`src/rtl/ram32x4_arbiter.sv`:
```
// rtl/ram32x4_arbiter.sv - two-requester req/gnt arbiter and clear engine for one ram32x4
// Optional feature macro: RAM_ARB_FIXED_PRIO_EN (A always wins ties instead of round-robin).
module ram32x4_arbiter #(
  parameter int                ADDR_W     = 5,
  parameter int                DATA_W     = 4,
  parameter logic [DATA_W-1:0] FILL_VALUE = '0
) (
  input  logic              clk,
  input  logic              resetn,
  input  logic              req_a,
  input  logic              req_b,
  input  logic              we_a,
  input  logic              we_b,
  input  logic [ADDR_W-1:0] addr_a,
  input  logic [ADDR_W-1:0] addr_b,
  input  logic [DATA_W-1:0] wdata_a,
  input  logic [DATA_W-1:0] wdata_b,
  output logic              gnt_a,
  output logic              gnt_b,
  output logic              rvalid_a,
  output logic              rvalid_b,
  output logic [DATA_W-1:0] rdata,
  input  logic              clear_start,
  output logic              busy,
  output logic              clear_done,
  output logic [ADDR_W-1:0] ram_address,
  output logic [DATA_W-1:0] ram_data,
  output logic              ram_wren,
  input  logic [DATA_W-1:0] ram_q
);

  typedef enum logic {IDLE, CLEAR} state_t;

  localparam logic [ADDR_W-1:0] LAST_ADDR = '1;

  state_t            state, state_nx;
  logic [ADDR_W-1:0] cnt;
  logic              rv_a, rv_b, done_q;
  logic              tie_a;

`ifdef RAM_ARB_FIXED_PRIO_EN
  assign tie_a = 1'b1;
`else
  logic last_b;
  // Remember which port won most recently; reset to B so A wins the first tie
  always_ff @(posedge clk) begin
    if (!resetn)    last_b <= 1'b1;
    else if (gnt_a) last_b <= 1'b0;
    else if (gnt_b) last_b <= 1'b1;
  end
  assign tie_a = last_b;
`endif

  // Next state, grant selection and RAM port steering
  always_comb begin
    state_nx    = state;
    gnt_a       = 1'b0;
    gnt_b       = 1'b0;
    ram_address = '0;
    ram_data    = '0;
    ram_wren    = 1'b0;
    if (resetn) begin
      unique case (state)
        IDLE: begin
          // A clear command wins over any request presented in the same cycle
          if (clear_start) begin
            state_nx = CLEAR;
          end else if (req_a && (!req_b || tie_a)) begin
            gnt_a       = 1'b1;
            ram_address = addr_a;
            ram_data    = wdata_a;
            ram_wren    = we_a;
          end else if (req_b) begin
            gnt_b       = 1'b1;
            ram_address = addr_b;
            ram_data    = wdata_b;
            ram_wren    = we_b;
          end
        end
        CLEAR: begin
          ram_wren    = 1'b1;
          ram_address = cnt;
          ram_data    = FILL_VALUE;
          if (cnt == LAST_ADDR) state_nx = IDLE;
        end
        default: state_nx = IDLE;
      endcase
    end
  end

  // State register, clear walk counter, read-valid and clear-done pipeline
  always_ff @(posedge clk) begin
    if (!resetn) begin
      state  <= IDLE;
      cnt    <= '0;
      rv_a   <= 1'b0;
      rv_b   <= 1'b0;
      done_q <= 1'b0;
    end else begin
      state  <= state_nx;
      rv_a   <= gnt_a & ~we_a;
      rv_b   <= gnt_b & ~we_b;
      done_q <= (state == CLEAR) && (cnt == LAST_ADDR);
      if (state == CLEAR) cnt <= cnt + 1'b1;
    end
  end

  // Registered flags are masked while reset is held so a pending read never reports valid
  assign rvalid_a   = rv_a & resetn;
  assign rvalid_b   = rv_b & resetn;
  assign clear_done = done_q & resetn;
  assign busy       = (state == CLEAR);
  assign rdata      = ram_q;

endmodule
```
`config.mk`:
```
export PLATFORM = sky130hd
export DESIGN_NAME = ram32x4_arbiter
export DESIGN_NICKNAME = d
export VERILOG_FILES = /design/src/rtl/ram32x4_arbiter.sv
export SDC_FILE = /design/constraint.sdc
export NUM_CORES = 1
export LEC_CHECK = 0
export CAP_MARGIN = 20
export CORE_UTILIZATION = 35
export DETAILED_ROUTE_END_ITERATION = 16
export GPL_ROUTABILITY_DRIVEN = 1
export MAX_ROUTING_LAYER = met4
export PLACE_DENSITY = 0.84
export SLEW_MARGIN = 25
export SYNTH_ARGS = -nofsm -noshare
export SYNTH_HDL_FRONTEND = slang
export SYNTH_SLANG_ARGS = --single-unit
```
`constraint.sdc`:
```
create_clock -name clk -period 2.9 [get_ports clk]
set_input_delay 0.435 -clock clk [delete_from_list [all_inputs] [get_ports clk]]
set_output_delay 0.435 -clock clk [all_outputs]
set_load 0.02 [all_outputs]
```
# [Yosys cells after proc, flatten, opt, wreduce, memory -nomap -nowiden]
# Index checks and enable logic that the tools add are counted.
[totals] register_bits=10 inputBits=29 wordCells=50
[op_classes] add_sub_neg=1 n_eq_ne=1 n_mux=29 reduce_logical=5 n_bitwise=8
[ops] op="$mux W5" n=4
[ops] op="$mux W1" n=17
[ops] op="$mux W4" n=4
[ops] op="$pmux W5 S2" n=1
[ops] op="$pmux W4 S2" n=1
[ops] op="$add A5 B1 Y5 const B" n=1
[ops] op="$and A1 B1 Y1" n=5
[ops] op="$eq A5 B5 Y1 const B" n=1
[ops] op="$pmux W1 S2" n=2
[ops] op="$not A1 Y1" n=3
[ops] op="$logic_and A1 B1 Y1" n=2
[ops] op="$reduce_bool A2 Y1" n=1
[ops] op="$logic_not A1 Y1" n=1
[ops] op="$logic_or A1 B1 Y1" n=1

# [Logic depth before layout (Yosys ltp)]
# Gate-level depths: netlist of run 1.
[logic_depth] ltp_word=9 mapped_depth=5 mapped_depth_nobuf=5

# [Worst setup path before layout of run 1]
# Ideal clock, no wire load.
[synth_path] path_type="in2out" from="input port req_b" to="output port ram_address[1]" slack_ns=1.168 t_arrival_ns=1.297 path_buffers=1 stages=4 path_cell_list="a21boi_2 and2_4 buf_6 a221o_1"
[synth_between] elab_chain_cells=7 elab_cells_between_ends=8 cone_classes="5 x mux; 3 x reduce/logical"
[synth_lines] element="start, declared" line_no="11" text="input logic req_b,"
[synth_lines] element="$logic_not A1 Y1" line_no="68" text="end else if (req_a && (!req_b || tie_a)) begin"
[synth_lines] element="$logic_or A1 B1 Y1" line_no="68"
[synth_lines] element="$logic_and A1 B1 Y1" line_no="68"
[synth_lines] element="$mux W5 (*)" line_no="68"
[synth_lines] element="$mux W5 (*)" line_no="66" text="if (clear_start) begin"
[synth_lines] element="$pmux W5 S2 (*)" line_no="63" text="unique case (state)"
[synth_lines] element="$mux W5 (*)" line_no="62" text="if (resetn) begin"
[synth_lines] element="end, declared" line_no="26" text="output logic [ADDR_W-1:0] ram_address,"
# Mark *: on every way between the ends. The rest lies on a longest branch, timed or not.

# [Worst setup path in the final report of run 1]
[layout_path] from="input port resetn" to="output port ram_address[2]"
[layout_between] elab_chain_cells=1
[layout_lines] element="start, declared" line_no="9" text="input logic resetn,"
[layout_lines] element="$mux W5" line_no="62"
# No other way between the ends.

==> results.md, run 1 <==
* Clk_skew at roughly 0.0018 ns
* # hold bufs at CTS at 0
* Residual DRC at 8
* Later-pin clock latency in the skew report at between 0.2 and 0.3 ns
* Mapped cell area at just over 600 um^2
* Cells after Synth at 67
* Die Width at 44.20 um
* Tmin final at between 2 and 3 ns
* Total power divided by cell area at 330.2 nW/um^2
* Total number of vias at roughly 660
* Critical path cell sequence: clkdlybuf4s50_1, nor3b_2, and3_1, a221o_1, clkdlybuf4s50_1
* Iter 0 DRT Violations at 22
* Htree depth at 1
* Peak Freq at 369.3 MHz
* Final #Nets at between 100 and 150
* Mean post-synth cell area at about 9.3 um^2
* Critical path's slowest cell: clkdlybuf4s50_1
* Synth Warn # at 0
* Routed Antenna Nets at 0
* Leakage power at around 0.43 nW
* CTS root buf: clkbuf_4
* Worst Setup Start Kind: primary input
* Slew @ Worst Pin at between 0.3 and 0.4 ns
* Ratio of cells with drive above 1 in the final layout at 0.08571
* CTS tree: yes
* Area of placed instances at between 1000 and 1500 um^2
* Post-CTS sizing at 0
* Vias in the first global route at about 620
* Sequential fraction of the synthesis area at 0.3213
* Commonest non-fill, non-tap cell in the layout: clkdlybuf4s50_1
* Max IR drop VDD at 253.1 uV
* Final-report hold violation count at 0
* Crit Path Max Fanout at 10
* Total grt overflow at 0
* Pre-Repair DR Iteration Count at 10
* Hold Crit Class: flop to flop
* Buffers on Ports at 40
* Largest net degree at the start of global routing at 16
* Status: finished, violations left
* Crit path DAT at approximately 2.3 ns
* Num CTS Buffers at 3
* CP most frequent cell: clkdlybuf4s50_1
* Hold Slack at roughly 0.53 ns
* Flops & latches, synth at 10
* Number of max-cap violations at 0
* Normalized max-slew margin at 0.7897
* Fillers at 132
* Std-Cell Rows at 14
* Syn_nets at between 90 and 100
* Final instance area at about 1000 um^2
* Final HPWL DP at 1.389 mm
* Crit path largest cell delay at 0.60 ns
* Failing checks: DRC
* Post-CTS Setup Bufs at 0
* # diodes at 0
* CP Class: primary input to output pin
* Commonest non-fill, non-tap cells in the layout: clkdlybuf4s50_1, dfxtp_1, and3_1
* Total negative slack at 0 ns
* First-pass GRT wire length at about 2.7 mm
* Endpoint class of the critical path: output pin
* Tot Pwr at 0.3388 mW
* Clock sink count at 10
* Core Util, Final at 0.6508
* Via-to-Cell Ratio at about 5.4
* Routability cong. at ~0.75
* Wirelength per Cell at roughly 15 um
* RSZ-0062 raised after global routing: false
* Antenna violations before repair at 0
* Max-slew violations at 0
* Area grow syn2layout at 64.66%
* Final setup vio count at 0
* Core outline area at 1577 um^2
* Die Y-Extent at about 44 um
* Top-Level Pins at a little under 50
* Max clock buf depth at 2
* Initial Util at 0.3952
* Detailed Route WL at roughly 1.8 mm
* Tcrit/Tclk final at 0.9337
* Die ar. at about 2000 um^2
* Synth cell types at 28
* Critical Path RT at between 2 and 2.5 ns
* CTS clock-pin slew for the worst setup and hold paths at 0.06 ns
* Global-route usage over all layers at 0.1967
[critical path: cells and delay by family]
kind | cells | cell delay [ns]
buffers and inverters | 2 | 1.08
AO/OA/AOI/OAI | 1 | 0.20
AND/OR/NAND/NOR | 2 | 0.55
[metal layers]
| layer | up-vias | share of wire | wire length (um) | track usage |
|---|---|---|---|---|
| met5 | - | 0 | 0 | - |
| li1 | 320 | - | - | - |
| met3 | 4 | 0.098 | 178 | 0.06122 |
| met1 | 305 | 0.42 | 766 | 0.2155 |
| met4 | 0 | 0.0077 | 14 | 0.09697 |
| met2 | 26 | 0.47 | 852 | 0.3206 |
[flip-flops by register name, indices dropped and copies added (netlist names)]
signal,flops
cnt,5
rv_b,1
done_q,1
rv_a,1
last_b,1
busy,1
[worst paths after layout]
path,cells past startpoint,slack (ns),end,startpoint
setup / recovery,5,0.19,ram_address[2],resetn
hold / removal,2,0.53,cnt[4],cnt[4]
setup reg to reg,5,1.59,cnt[4],cnt[0]
hold reg to reg,2,0.53,cnt[4],cnt[4]
[cells in the mapped netlist (all sizes together)]
| master | number | area, um^2 |
|---|---|---|
| ha | 2 | 25.02 |
| nand2b | 1 | 6.260 |
| clkbuf | 1 | 5.000 |
| xnor2 | 1 | 8.760 |
| o31ai | 1 | 7.510 |
| a21oi | 1 | 5.000 |
| and2 | 4 | 27.53 |
| a22o | 4 | 35.03 |
| a21boi | 1 | 11.26 |
| nor2b | 2 | 12.51 |
| nand4 | 1 | 6.260 |
| mux2i | 2 | 20.02 |
| nor3b | 1 | 12.51 |
| a221o | 4 | 40.04 |
| inv | 1 | 3.750 |
| a211oi | 1 | 7.510 |
| and3 | 8 | 50.05 |
| xor2 | 2 | 17.52 |
| a32oi | 1 | 8.760 |
| o21ai | 1 | 5.000 |
| a32o | 2 | 20.02 |
| dfxtp | 10 | 200.2 |
| buf | 7 | 57.55 |
| nand2 | 2 | 7.510 |
| nor2 | 6 | 22.52 |
[power breakdown]
| part | total, mW | internal, mW | leakage [nW] | switching [mW] |
|---|---|---|---|---|
| sequential | 0.147 | 0.142 | 0.0815 | 0.00463 |
| combinational | 0.0991 | 0.0592 | 0.335 | 0.0399 |
| clock | 0.0926 | 0.0479 | 0.0138 | 0.0448 |
| total | 0.339 | 0.250 | 0.430 | 0.0893 |
[logic make-up after synthesis]
group / after synthesis / share of synthesized area
and+or+nand+nor: 25 / 0.2329
muxes: 2 / 0.03213
buffers and inverters: 9 / 0.1064
adders and majority gates: 2 / 0.04015
AOI/OAI and AO/OA: 16 / 0.2249
DFF: 10 / 0.3213
xor gates and xnor gates: 3 / 0.04218
[final cells by class]
type | instances | area, um^2 | share of cell area
clock buffers | 3 | 22.52 | 0.02195
inverters | 1 | 3.754 | 0.003659
multi-input cells | 48 | 356.6 | 0.3476
flip-flops and latches | 10 | 200.2 | 0.1951
well taps | 16 | 20.02 | 0.01951
repair buffers | 43 | 422.9 | 0.4122
[stage by stage]
stage          cells  setup slack (ns)
3_5_place_dp     118            0.1905
6_report         121            0.1923
5_1_grt          121           0.09799
3_3_place_gp     118            0.2369
4_1_cts          121            0.1887
2_1_floorplan     67             1.168
No activity file was read; power rests on OpenSTA's default activity.
==> inputs of run 2 (changes only) <==
--- a/config.mk
+++ b/config.mk
@@ -11,6 +11,7 @@
 export GPL_ROUTABILITY_DRIVEN = 1
 export MAX_ROUTING_LAYER = met4
 export PLACE_DENSITY = 0.84
+export REMOVE_ABC_BUFFERS = 1
 export SLEW_MARGIN = 25
 export SYNTH_ARGS = -nofsm -noshare
 export SYNTH_HDL_FRONTEND = slang
==> run 2 against run 1 <==
Effect of this change: combinational power shrank 2.1%; highest routed layer unchanged; the flow still finishes with violations (DRC); die area is the same; maximum frequency shrank 3.4%; wire length shrank 4.4%; critical path depth is the same; critical path type unchanged.
==> results.md, run 2 (synthesized netlist as in run 1, its figures left out) <==
* Commonest non-fill, non-tap cells in the layout: clkdlybuf4s50_1, dfxtp_1, and3_1
* HP Start: cnt[4]
* R2R Path Start: cnt[0]
* Flip-flop count of the largest register after layout at 5 (unchanged)
* Top-Level Pins at 49 (unchanged)
* Residual DRC at 8 (unchanged)
* Std-Cell Rows at 14 (unchanged)
* Worst Setup Start Kind: primary input
* Htree depth at 1 (unchanged)
* Status: finished, violations left
* Ratio of cells with drive above 1 in the final layout at 0.08571 (unchanged)
* Leakage power at 0.4318 nW (+0.45%)
* Clk_skew at 0.001223 ns (-0.0006109 ns)
* Max clock buf depth at 2 (unchanged)
* Initial Util at 0.3952 (unchanged)
* Failing checks: DRC
* Vias in the first global route at 618 (+0.49%)
* Max IR drop VDD at 388.5 uV (+54%)
* Critical path cell sequence: clkdlybuf4s50_1, nor3b_2, and3_1, a221o_1, clkdlybuf4s50_1
* Endpoint class of the critical path: output pin
* Total negative slack at 0 ns (unchanged)
* Final HPWL DP at 1.339 mm (-3.6%)
* Tcrit/Tclk final at 0.9663 (+0.03262)
* First-pass GRT wire length at 2.725 mm (+0.26%)
* Slew @ Worst Pin at 0.3372 ns (+0.02172 ns)
* CTS root buf: clkbuf_4
* Final #Nets at 137 (-0.72%)
* Routed Antenna Nets at 0 (unchanged)
* Crit path largest cell delay at 0.60 ns (about the same)
* Die Y-Extent at 44.20 um (unchanged)
* Total grt overflow at 0 (unchanged)
* Total power divided by cell area at 355.3 nW/um^2 (+7.6%)
* Final instance area at 1032 um^2 (+0.61%)
* CTS clock-pin slew for the worst setup and hold paths at 0.06 ns (about the same)
* Post-Layout Cell Count at 121 (unchanged)
* Later-pin clock latency in the skew report at 0.26 ns (about the same)
* Top reg by flops: cnt
* Crit Path Max Fanout at 10 (unchanged)
* Crit path DAT at 2.37 ns (+0.10 ns)
* Area grow syn2layout at 65.66%
* # diodes at 0 (unchanged)
* Wirelength per Cell at 14.31 um (-4.4%)
* Hold Crit Class: flop to flop
* CP Class: primary input to output pin
* Clock sink count at 10 (unchanged)
* Core outline area at 1577 um^2 (unchanged)
* Post-CTS Setup Bufs at 0 (unchanged)
* Critical Path RT at 2.47 ns (about the same)
* Global-route usage over all layers at 0.2012 (+0.004527)
* Area of placed instances at 996.0 um^2 (-0.75%)
* Pre-Repair DR Iteration Count at 12 (+2)
* Final-report hold violation count at 0 (unchanged)
* # hold bufs at CTS at 0 (unchanged)
* Antenna violations before repair at 0 (unchanged)
* Worst Setup SP: resetn
* Place WS at 0.08752 ns (-0.1030 ns)
* RSZ-0062 raised after global routing: false
* Buffers on Ports at 40 (unchanged)
* Number of max-cap violations at 0 (unchanged)
* CTS tree: yes
* Post-CTS sizing at 0 (unchanged)
* Commonest non-fill, non-tap cell in the layout: clkdlybuf4s50_1
* Final WS setup at 0.09769 ns (-0.09459 ns)
* Max-slew violations at 0 (unchanged)
* Detailed Route WL at 1.732 mm (-4.4%)
* Num CTS Buffers at 3 (unchanged)
* Via-to-Cell Ratio at 5.504 (+1.7%)
* CP most frequent cell: clkdlybuf4s50_1
* Die Width at 44.20 um (unchanged)
* Normalized max-slew margin at 0.7752 (-0.01448)
* Routability cong. at 0.7702 (+2.4%)
* Final setup vio count at 0 (unchanged)
* Tmin final at 2.802 ns (+0.09459 ns)
* Placed Cells at 117 (-0.85%)
* Critical path's slowest cell: clkdlybuf4s50_1
* Iter 0 DRT Violations at 16 (-27%)
* Largest net degree at the start of global routing at 16 (unchanged)
* Peak Freq at 356.8 MHz (-3.4%)
* Total number of vias at 666 (+1.7%)
* Die ar. at 1953 um^2 (unchanged)
* Fillers at 136 (+3.0%)
run 2: changes by cell type in the layout (fill, tap and decap cells not counted), sizes merged:
cell and change:
clkbuf +1, buf -1
run 2: final cells by class:
cell class	instances	area [um^2]	share of cell area
repair buffers	42	415.4	0.4024
clock buffers	4	36.28	0.03515
inverters	1	3.754	0.003636
flip-flops and latches	10	200.2	0.1939
multi-input cells	48	356.6	0.3455
well taps	16	20.02	0.01939
run 2: per-layer routing:
metal	global-route usage	up-vias	wire (um)
li1	-	322	-
met1	0.2186	302	705
met2	0.2971	40	719
met3	0.1388	2	294
met4	0.05455	0	14
met5	-	-	0
run 2: metrics by stage:
| step | hold WS, ns | utilization | power, mW |
|---|---|---|---|
| CTS | 0.5322 | 0.6548 | 0.3692 |
| global placement | 0.5015 | 0.6317 | 0.2449 |
| floorplan | 0.4822 | - | 0.1865 |
| finish | 0.5363 | 0.6548 | 0.3668 |
| global route | 0.5590 | 0.6548 | 0.3866 |
| detailed placement | 0.5143 | 0.6317 | 0.2473 |
run 2: worst paths after layout:
| kind | to | slack [ns] | depth (start not counted) |
|---|---|---|---|
| hold reg to reg | cnt[4] | 0.54 | 2 |
| setup reg to reg | cnt[4] | 1.58 | 5 |
| setup / recovery | ram_address[3] | 0.1 | 5 |
| hold / removal | cnt[4] | 0.54 | 2 |
run 2: where the power goes:
group          internal (mW)  switching [mW]  total [mW]
combinational         0.0583          0.0387      0.0970
sequential             0.142         0.00503       0.148
clock                 0.0762          0.0460       0.122
total                  0.277          0.0898       0.367
run 2: critical path, delay by kind of cell:
kind,cells,cell delay [ns]
AND/OR/NAND/NOR,2,0.64
buffers and inverters,2,1.09
AO/OA/AOI/OAI,1,0.20
